===== src/rtl/spi_pkg.sv =====
// Shared types and sizing for the SPI master transceiver.
package spi_pkg;

    localparam int DATA_W  = 32;
    localparam int WIDTH_W = 5;
    localparam int NUM_SS  = 4;

    typedef enum logic [1:0] {
        IDLE,
        LEAD,
        XFER,
        TRAIL
    } spi_state_e;

endpackage


===== src/rtl/spi_clk_div.sv =====
// Half-period timer: a down-counter that ticks once every HALF_DIV cycles while
// enabled and sits at its reload value while disabled.
module spi_clk_div #(
    parameter int HALF_DIV = 2
) (
    input  logic clk,
    input  logic rst,
    input  logic en,
    output logic tick
);

    localparam int CNT_W = (HALF_DIV > 1) ? $clog2(HALF_DIV) : 1;
    localparam logic [CNT_W-1:0] RELOAD = CNT_W'(HALF_DIV - 1);

    logic [CNT_W-1:0] cnt_q, cnt_d;

    always_comb begin
        cnt_d = RELOAD;
        tick  = 1'b0;
        if (en) begin
            if (cnt_q == '0) begin
                tick = 1'b1;
            end else begin
                cnt_d = cnt_q - CNT_W'(1);
            end
        end
    end

    always_ff @(posedge clk or negedge rst) begin
        if (!rst) begin
            cnt_q <= RELOAD;
        end else begin
            cnt_q <= cnt_d;
        end
    end

endmodule


===== src/rtl/spi_transceiver.sv =====
// Full-duplex SPI master: one start strobe shifts width+1 bits MSB-first out of
// mosi while collecting miso, then presents the received word with a valid pulse.
//
// state | meaning
// IDLE  | waiting for spi_en_in; slave selects released
// LEAD  | selects asserted, one half-period before the first sclk edge
// XFER  | 2*(width+1) sclk edges, sample/shift per CPHA
// TRAIL | sclk back at CPOL, one half-period before release
module spi_transceiver
    import spi_pkg::*;
#(
    parameter bit CPOL     = 1'b0,
    parameter bit CPHA     = 1'b0,
    parameter int HALF_DIV = 2
) (
    input  logic               clk,
    input  logic               rst,
    input  logic               spi_en_in,
    input  logic [NUM_SS-1:0]  ss_in,
    output logic [NUM_SS-1:0]  ss_out,
    input  logic [WIDTH_W-1:0] width,
    output logic               mosi,
    input  logic               miso,
    output logic               sclk_out,
    input  logic [DATA_W-1:0]  din,
    output logic [DATA_W-1:0]  dout,
    output logic               dval_out,
    output logic               idle_out
);

    localparam int ECNT_W = WIDTH_W + 2;

    spi_state_e state_q, state_d;
    logic [DATA_W-1:0] tx_q, tx_d;
    logic [DATA_W-1:0] rx_q, rx_d;
    logic [DATA_W-1:0] dout_q, dout_d;
    logic [ECNT_W-1:0] edge_cnt_q, edge_cnt_d;
    logic [NUM_SS-1:0] ss_q, ss_d;
    logic              sclk_q, sclk_d;
    logic              mosi_q, mosi_d;
    logic              dval_q, dval_d;

    logic              tick;
    logic              edge_now;
    logic              sample_edge;
    logic [DATA_W-1:0] tx_aligned;

    spi_clk_div #(
        .HALF_DIV (HALF_DIV)
    ) u_clk_div (
        .clk  (clk),
        .rst  (rst),
        .en   (state_q != IDLE),
        .tick (tick)
    );

    // Left-align the word so the current bit is always tx_q[MSB].
    assign tx_aligned = din << (WIDTH_W'(DATA_W - 1) - width);

    // Remaining-edge count is even on leading edges since it starts at 2*(width+1).
    assign sample_edge = (~edge_cnt_q[0]) ^ CPHA;

    always_comb begin
        state_d    = state_q;
        tx_d       = tx_q;
        rx_d       = rx_q;
        dout_d     = dout_q;
        edge_cnt_d = edge_cnt_q;
        ss_d       = ss_q;
        sclk_d     = sclk_q;
        mosi_d     = mosi_q;
        dval_d     = 1'b0;
        edge_now   = 1'b0;

        case (state_q)
            IDLE: begin
                if (spi_en_in) begin
                    state_d    = LEAD;
                    ss_d       = ~ss_in;
                    rx_d       = '0;
                    edge_cnt_d = {1'b0, width, 1'b0} + ECNT_W'(2);
                    if (!CPHA) begin
                        mosi_d = tx_aligned[DATA_W-1];
                        tx_d   = tx_aligned << 1;
                    end else begin
                        tx_d   = tx_aligned;
                    end
                end
            end
            LEAD: begin
                if (tick) begin
                    state_d  = XFER;
                    edge_now = 1'b1;
                end
            end
            XFER: begin
                if (tick) begin
                    if (edge_cnt_q != '0) begin
                        edge_now = 1'b1;
                    end else begin
                        state_d = TRAIL;
                    end
                end
            end
            TRAIL: begin
                if (tick) begin
                    state_d = IDLE;
                    ss_d    = '1;
                    dout_d  = rx_q;
                    dval_d  = 1'b1;
                end
            end
            default: state_d = IDLE;
        endcase

        if (edge_now) begin
            sclk_d     = ~sclk_q;
            edge_cnt_d = edge_cnt_q - ECNT_W'(1);
            if (sample_edge) begin
                rx_d = {rx_q[DATA_W-2:0], miso};
            end else if (edge_cnt_q != ECNT_W'(1)) begin
                mosi_d = tx_q[DATA_W-1];
                tx_d   = tx_q << 1;
            end
        end
    end

    always_ff @(posedge clk or negedge rst) begin
        if (!rst) begin
            state_q    <= IDLE;
            tx_q       <= '0;
            rx_q       <= '0;
            dout_q     <= '0;
            edge_cnt_q <= '0;
            ss_q       <= '1;
            sclk_q     <= CPOL;
            mosi_q     <= 1'b0;
            dval_q     <= 1'b0;
        end else begin
            state_q    <= state_d;
            tx_q       <= tx_d;
            rx_q       <= rx_d;
            dout_q     <= dout_d;
            edge_cnt_q <= edge_cnt_d;
            ss_q       <= ss_d;
            sclk_q     <= sclk_d;
            mosi_q     <= mosi_d;
            dval_q     <= dval_d;
        end
    end

    assign ss_out   = ss_q;
    assign mosi     = mosi_q;
    assign sclk_out = sclk_q;
    assign dout     = dout_q;
    assign dval_out = dval_q;
    assign idle_out = (state_q == IDLE);

endmodule


===== config.mk =====
export PLATFORM = sky130hd
export DESIGN_NAME = spi_transceiver
export DESIGN_NICKNAME = d
export VERILOG_FILES = /design/src/rtl/spi_pkg.sv /design/src/rtl/spi_clk_div.sv /design/src/rtl/spi_transceiver.sv
export SDC_FILE = /design/constraint.sdc
export NUM_CORES = 1
export LEC_CHECK = 0
export CORE_MARGIN = 4
export CORE_UTILIZATION = 36
export DETAILED_ROUTE_END_ITERATION = 16
export GPL_TIMING_DRIVEN = 0
export PLACE_DENSITY = 0.62
export RECOVER_POWER = 25
export SYNTH_ARGS = -nofsm -noshare
export SYNTH_HDL_FRONTEND = slang
export SYNTH_SLANG_ARGS = --single-unit

===== constraint.sdc =====
create_clock -name clk -period 2.35 [get_ports clk]
set_input_delay 0.235 -clock clk [delete_from_list [all_inputs] [get_ports clk]]
set_output_delay 0.235 -clock clk [all_outputs]
set_load 0.05 [all_outputs]

After elaboration in Yosys (flattened, before gate mapping). Index checks and enable logic that the tools add are counted.

Register bits: 113. Input bits: 45. Output and inout bits: 40. Logic and storage cells: 71.

Add/subtract/negate cells: 4. Equal/unequal tests: 9. Shift-type cells: 1. Multiplexer cells: 35. Bitwise logic cells: 2. Reductions and logical operators: 10.

Operator list (number): 32-bit 2-to-1 mux (9); 32-bit by 5-bit << shifter with 32-bit output (1); 7-bit 2-to-1 mux (3); 1-bit 2-to-1 mux (13); 2-bit 2-to-1 mux (5); 2-bit != test, second input constant (5); 4-bit 2-to-1 mux (2); 2-bit one-hot mux with 4 select lines (1); 4-bit one-hot mux with 2 select lines (1); 2-bit nonzero test (4); 6-bit by 2-bit adder with 7-bit output, second input constant (1); 7-bit by 1-bit != test with 1-bit output, second input constant (1); 7-bit nonzero test (1); 7-bit by 1-bit subtractor with 7-bit output, second input constant (1); 5-bit AND reduction (1); 5-bit subtractor, first input constant (1); 2-bit equality test, second input constant (2); 4-bit NOT (1); 2-bit AND reduction (2); 3-bit AND reduction (1); 2-bit by 1-bit equality test with 1-bit output, second input constant (1); 2-bit logical NOT (1); 1-bit one-hot mux with 2 select lines (1); 1-bit NOT (1); 1-bit subtractor, second input constant (1).

Longest topological paths before layout.
Depth after elaboration: 7. Gate-level depth with buffers: 9. Gate-level depth less buffers: 7.

Modules after synthesis. Synthesis repeated with hierarchy kept, for this count alone.

Cell total of the unflattened synthesis: 606. Area total of the unflattened synthesis: 6349.8 µm².

Modules (own cells, without submodules): spi_transceiver (times used 1, cells an instance 603, area an instance 6306.0 µm²); spi_clk_div (times used 1, cells an instance 3, area an instance 43.8 µm²).

Least setup slack after synthesis. No wires, ideal clock.

Path type: register -> register. Start: reg state_q[0]. End: reg dout_q[0] (netlist: dout[0]). Setup time: 0.125 ns. Data arrival time: 2.204 ns. Data required time: 2.225 ns. Slack: 0.022 ns. Cell stages (with the launch flop): 8. Buffers on the path: 2. Clock period less this slack: 2.328 ns. Path through: dfrtp_1 > inv_1 > ha_1 > nor2_1 > and2_1 > clkbuf_1 > clkbuf_1 > mux2_2.

Cells in the longest elaborated chain, start to end: 3. Elaborated cells on any way between the ends: 4. Classes of those cells: eq/ne (1); mux (1); reduce/logical (2).

RTL lines: start: declaration (line spi_transceiver.sv:33) `spi_state_e state_q, state_d;`; start signal: assignment (line spi_transceiver.sv:140) `state_q <= state_d;`; 2-bit nonzero test (line spi_transceiver.sv:53) `.en (state_q != IDLE),`; 1-bit 2-to-1 mux (line spi_clk_div.sv:20) `if (en) begin`; 2-bit AND reduction (no source line) (*); end signal: assignment (line spi_transceiver.sv:143) `dout_q <= dout_d;`; end: declaration (line spi_transceiver.sv:36) `logic [DATA_W-1:0] dout_q, dout_d;`.

Mark *: on every way between the ends. The rest lies on a longest branch, timed or not. A chain may end at the register's enable or synchronous reset.

Worst setup path after layout.
Start: reg state_q[0]. End: reg rx_q[27].

Cells in the longest elaborated chain, start to end: 5. Elaborated cells on any way between the ends: 11. Classes of those cells: eq/ne (2); mux (7); reduce/logical (2).

RTL lines: 2-bit nonzero test (line spi_transceiver.sv:53); 1-bit 2-to-1 mux (line spi_clk_div.sv:20); 1-bit 2-to-1 mux, on equally long branches (line spi_transceiver.sv:97, spi_transceiver.sv:91); 1-bit one-hot mux with 2 select lines (line spi_transceiver.sv:75) `case (state_q)`; 32-bit 2-to-1 mux (*) (line spi_transceiver.sv:116) `if (edge_now) begin`; net rx_d[27] (line spi_transceiver.sv:35) `logic [DATA_W-1:0] rx_q, rx_d;`; end signal: assignment (line spi_transceiver.sv:142) `rx_q <= rx_d;`; end: declaration (line spi_transceiver.sv:35).

The timed path passes the listed nets; every way through them passes the cells marked *.

==> qor.txt <==
pre-CTS WS: -0.4188 ns
Final Hold Fails: 0
type of origin of the critical path: register
failing checks: max-capacitance violations, max-slew violations
Net Sw Power: 3.846 mW
IO Count: 85
Slew Limit Headroom: -12.17%
max-slew violation count: 66
max frequency: 430.7 MHz
xor/xnor share of the synthesized area: 0.5490%
Synth Cell Area: 6381 sq um
DRT antenna net count: 0
Port Buffers: 82
Synth Area in Compound Gates: 15.59%
Setup WS post-layout: 0.02841 ns
Post-synth EDFFs: 0
power share of the clock group: 27.6%
final wirelength: 17290 microns
min-delay worst type: input pin to register
WS Path Type: register to register
combinational power share: 39.5%
Flop pwr share: 32.9%
CP peak stage delay: 0.41 ns
mux contribution to synthesized area: 21.18%
P&R area growth vs syn: 29.61%
Die ar.: 19920 sq um
CP bufs+invs: 3
worst vdd ir: 0.7415 mV
ratio of cells with drive above 1 in the final layout: 22.48%
Fin Setup TNS: 0 ns
maximum fanout along the worst path: 10
Remaining Overflow, GRT: 0
ANT cells: 0
ys flop type: dfrtp_1
GRT Total Usage: 17.59%
CP top delay family: buffers and inverters
drt pass-1 iters: 5
Tmin final: 2.322 ns
core footprint: 17360 sq um
adder-cell area share of the yosys netlist: 1.373%
Critical Path RT: 2.63 ns
Post-Syn Instances: 615
status: complete, but fails checks
fin nets: 773
vias per cell: 5.595
die height: 141.1 microns
Syn Area/Cell: 10.38 sq um
slowest stage cell, crit path: dfrtp_1
RSZ-0062 raised after global routing: true
worst skew pair latency: 0.41 ns
largest family of logic cells by synthesized area: multiplexers
Initial Util: 36.76%
1st-iter DRT viols: 468
largest net degree at the start of global routing: 67
syn_nets: 667
number of global-route vias before repair: 5410
Die Width: 141.1 microns
CTS tree: built
Clock Sinks: 113
clk_skew: 0.008909 ns
clock buffer depth: 2
DR vias: 5366
routed len/inst: 18.03 microns
period utilization: 98.79%
hpwl dp: 12810 microns
register bit total from synthesis: 113
Tightest Pin Transition: 1.683 ns
Final Setup Violations: 0
H-tree levels: 4
Critical Path AT: 2.60 ns
Cell Pwr Density: 1220 nW/um^2
synth warn: 0
sequential element share of the synthesized area: 44.41%
Max Cap Viol: 1
total CTS buffers: 17
internal power: 6.242 mW
Post-synth ARST share: 100.0%
initial antenna violation count: 0
CTS Root Cell: clkbuf_16
# fillers: 1621
Simple-Gate Fraction of Synth Area: 12.67%
CP endpoint kind: register
critical-path cell list: inv_1 -> ha_1 -> nor2_2 -> and2_2 -> o211a_2 -> buf_2 -> clkbuf_2 -> o21ai_0
# rows: 48
CTS clk-pin slew, worst paths: 0.05 ns
DRC viols: 0
sw frac: 38.12%
first-pass GRT wire length: 28290 microns
Placer Congestion: 0.9455
fin util: 47.65%
P_leak: 3.532 nW
Yosys cell types: 64
## cells by family after synthesis
group / after synthesis
compound gates: 147
xor+xnor: 4
fa+ha+maj: 7
buf+inv: 61
flops: 113
mux: 95
simple gates: 188
## registers in the layout, indices dropped and copies added (netlist names)
signal           flops
dout                32
dval_out             1
edge_cnt_q           7
mosi                 1
rx_q                32
sclk_out             1
ss_out               4
state_q              2
tx_q                32
u_clk_div.cnt_q      1
## final timing paths
check | startpoint | to | slack (ns) | depth (start not counted)
worst max-delay path | state_q[0]$_DFFE_PN0P_ | rx_q[27]$_DFF_PN0_ | 0.03 | 8
worst min-delay path | ss_in[3] | ss_out[3]$_DFFE_PN1P_ | 0.40 | 2
worst max register to register | state_q[0]$_DFFE_PN0P_ | rx_q[27]$_DFF_PN0_ | 0.03 | 8
worst min register to register | sclk_out$_DFFE_PN0P_ | sclk_out$_DFFE_PN0P_ | 0.47 | 1
max in group asynchronous | rst | edge_cnt_q[0]$_DFFE_PN0P_ | 0.44 | 2
min in group asynchronous | rst | dout[24]$_DFFE_PN0P_ | 0.81 | 2
## synth_stat cells, types with 5 or more instances
| library cell | n | area, sq um |
|---|---|---|
| dfrtp_1 | 108 | 2703 |
| nand2_1 | 102 | 382.9 |
| mux2_2 | 46 | 518.0 |
| nor2_1 | 44 | 165.2 |
| o21ai_0 | 44 | 220.2 |
| clkbuf_1 | 31 | 116.4 |
| mux4_2 | 27 | 608.1 |
| mux2i_1 | 21 | 210.2 |
| a21oi_1 | 17 | 85.08 |
| a22oi_1 | 13 | 97.59 |
| inv_1 | 12 | 45.04 |
| o211ai_1 | 12 | 90.09 |
| a31oi_1 | 10 | 62.56 |
| buf_2 | 9 | 45.04 |
| nand3_1 | 9 | 45.04 |
| ha_1 | 7 | 87.58 |
| a211oi_1 | 6 | 45.04 |
| nand2b_1 | 6 | 37.54 |
| and2_1 | 5 | 31.28 |
| dfstp_2 | 5 | 131.4 |
## placed cells by master, fill, tap and decap left out, types with 13 or more instances in the layout
cell type	count
dfrtp_1	107
nand2_1	102
clkdlybuf4s50_1	80
mux2_2	46
o21ai_0	44
nor2_1	43
mux4_2	27
mux2i_1	19
clkbuf_2	18
a21oi_1	17
clkbuf_16	17
clkbuf_1	13
a22oi_1	13
## cell type report
cell class | instances | area, sq um | share of cell area, %
repair buffers | 90 | 894.6 | 10.82
inverters | 13 | 48.80 | 0.5900
well taps | 225 | 281.5 | 3.404
flip-flops and latches | 113 | 2835 | 34.28
plain buffers | 45 | 236.5 | 2.859
multi-input cells | 441 | 3319 | 40.14
clock inverters | 6 | 115.1 | 1.392
clock buffers | 26 | 539.3 | 6.520
## power by group through the flow
stage / Clock [mW] / Combinational [mW] / Sequential [mW]
3_3_place_gp: 0 / 3.80 / 3.29
3_5_place_dp: 0 / 3.91 / 3.32
4_1_cts: 2.84 / 3.94 / 3.30
6_report: 2.78 / 3.98 / 3.32
2_1_floorplan: 0 / 1.89 / 4.05
5_1_grt: 2.91 / 4.29 / 3.43
## stage by stage
step	hold WS, ns	area, sq um	total power, mW	cells
after floorplan	-0.06059	6381	5.933	615
after global placement	0.4573	7483	7.090	922
after detailed placement	0.3933	7508	7.229	923
after CTS	0.3843	8189	10.08	953
after global routing	0.4046	8270	10.63	959
final	0.3955	8270	10.09	959
## per-layer routing
layer | wire, microns | global-route usage (%) | up-vias
li1 | - | - | 2467
met2 | 8073 | 27.51 | 213
met3 | 1107 | 3.867 | 37
met1 | 7690 | 23.96 | 2649
met4 | 421 | 6.782 | 0
met5 | 0 | 0 | -
## timing repair
action / 4_1_cts / 5_1_grt
setup buffers: 0 / 6
pin swaps: 0 / 1
endpoints found under the setup margin: 95 / 62
resized for setup: 16 / 24
endpoints found under the hold margin: 60 / 0
hold buffers: 1 / 0
Power figures use the tool's default switching activity.
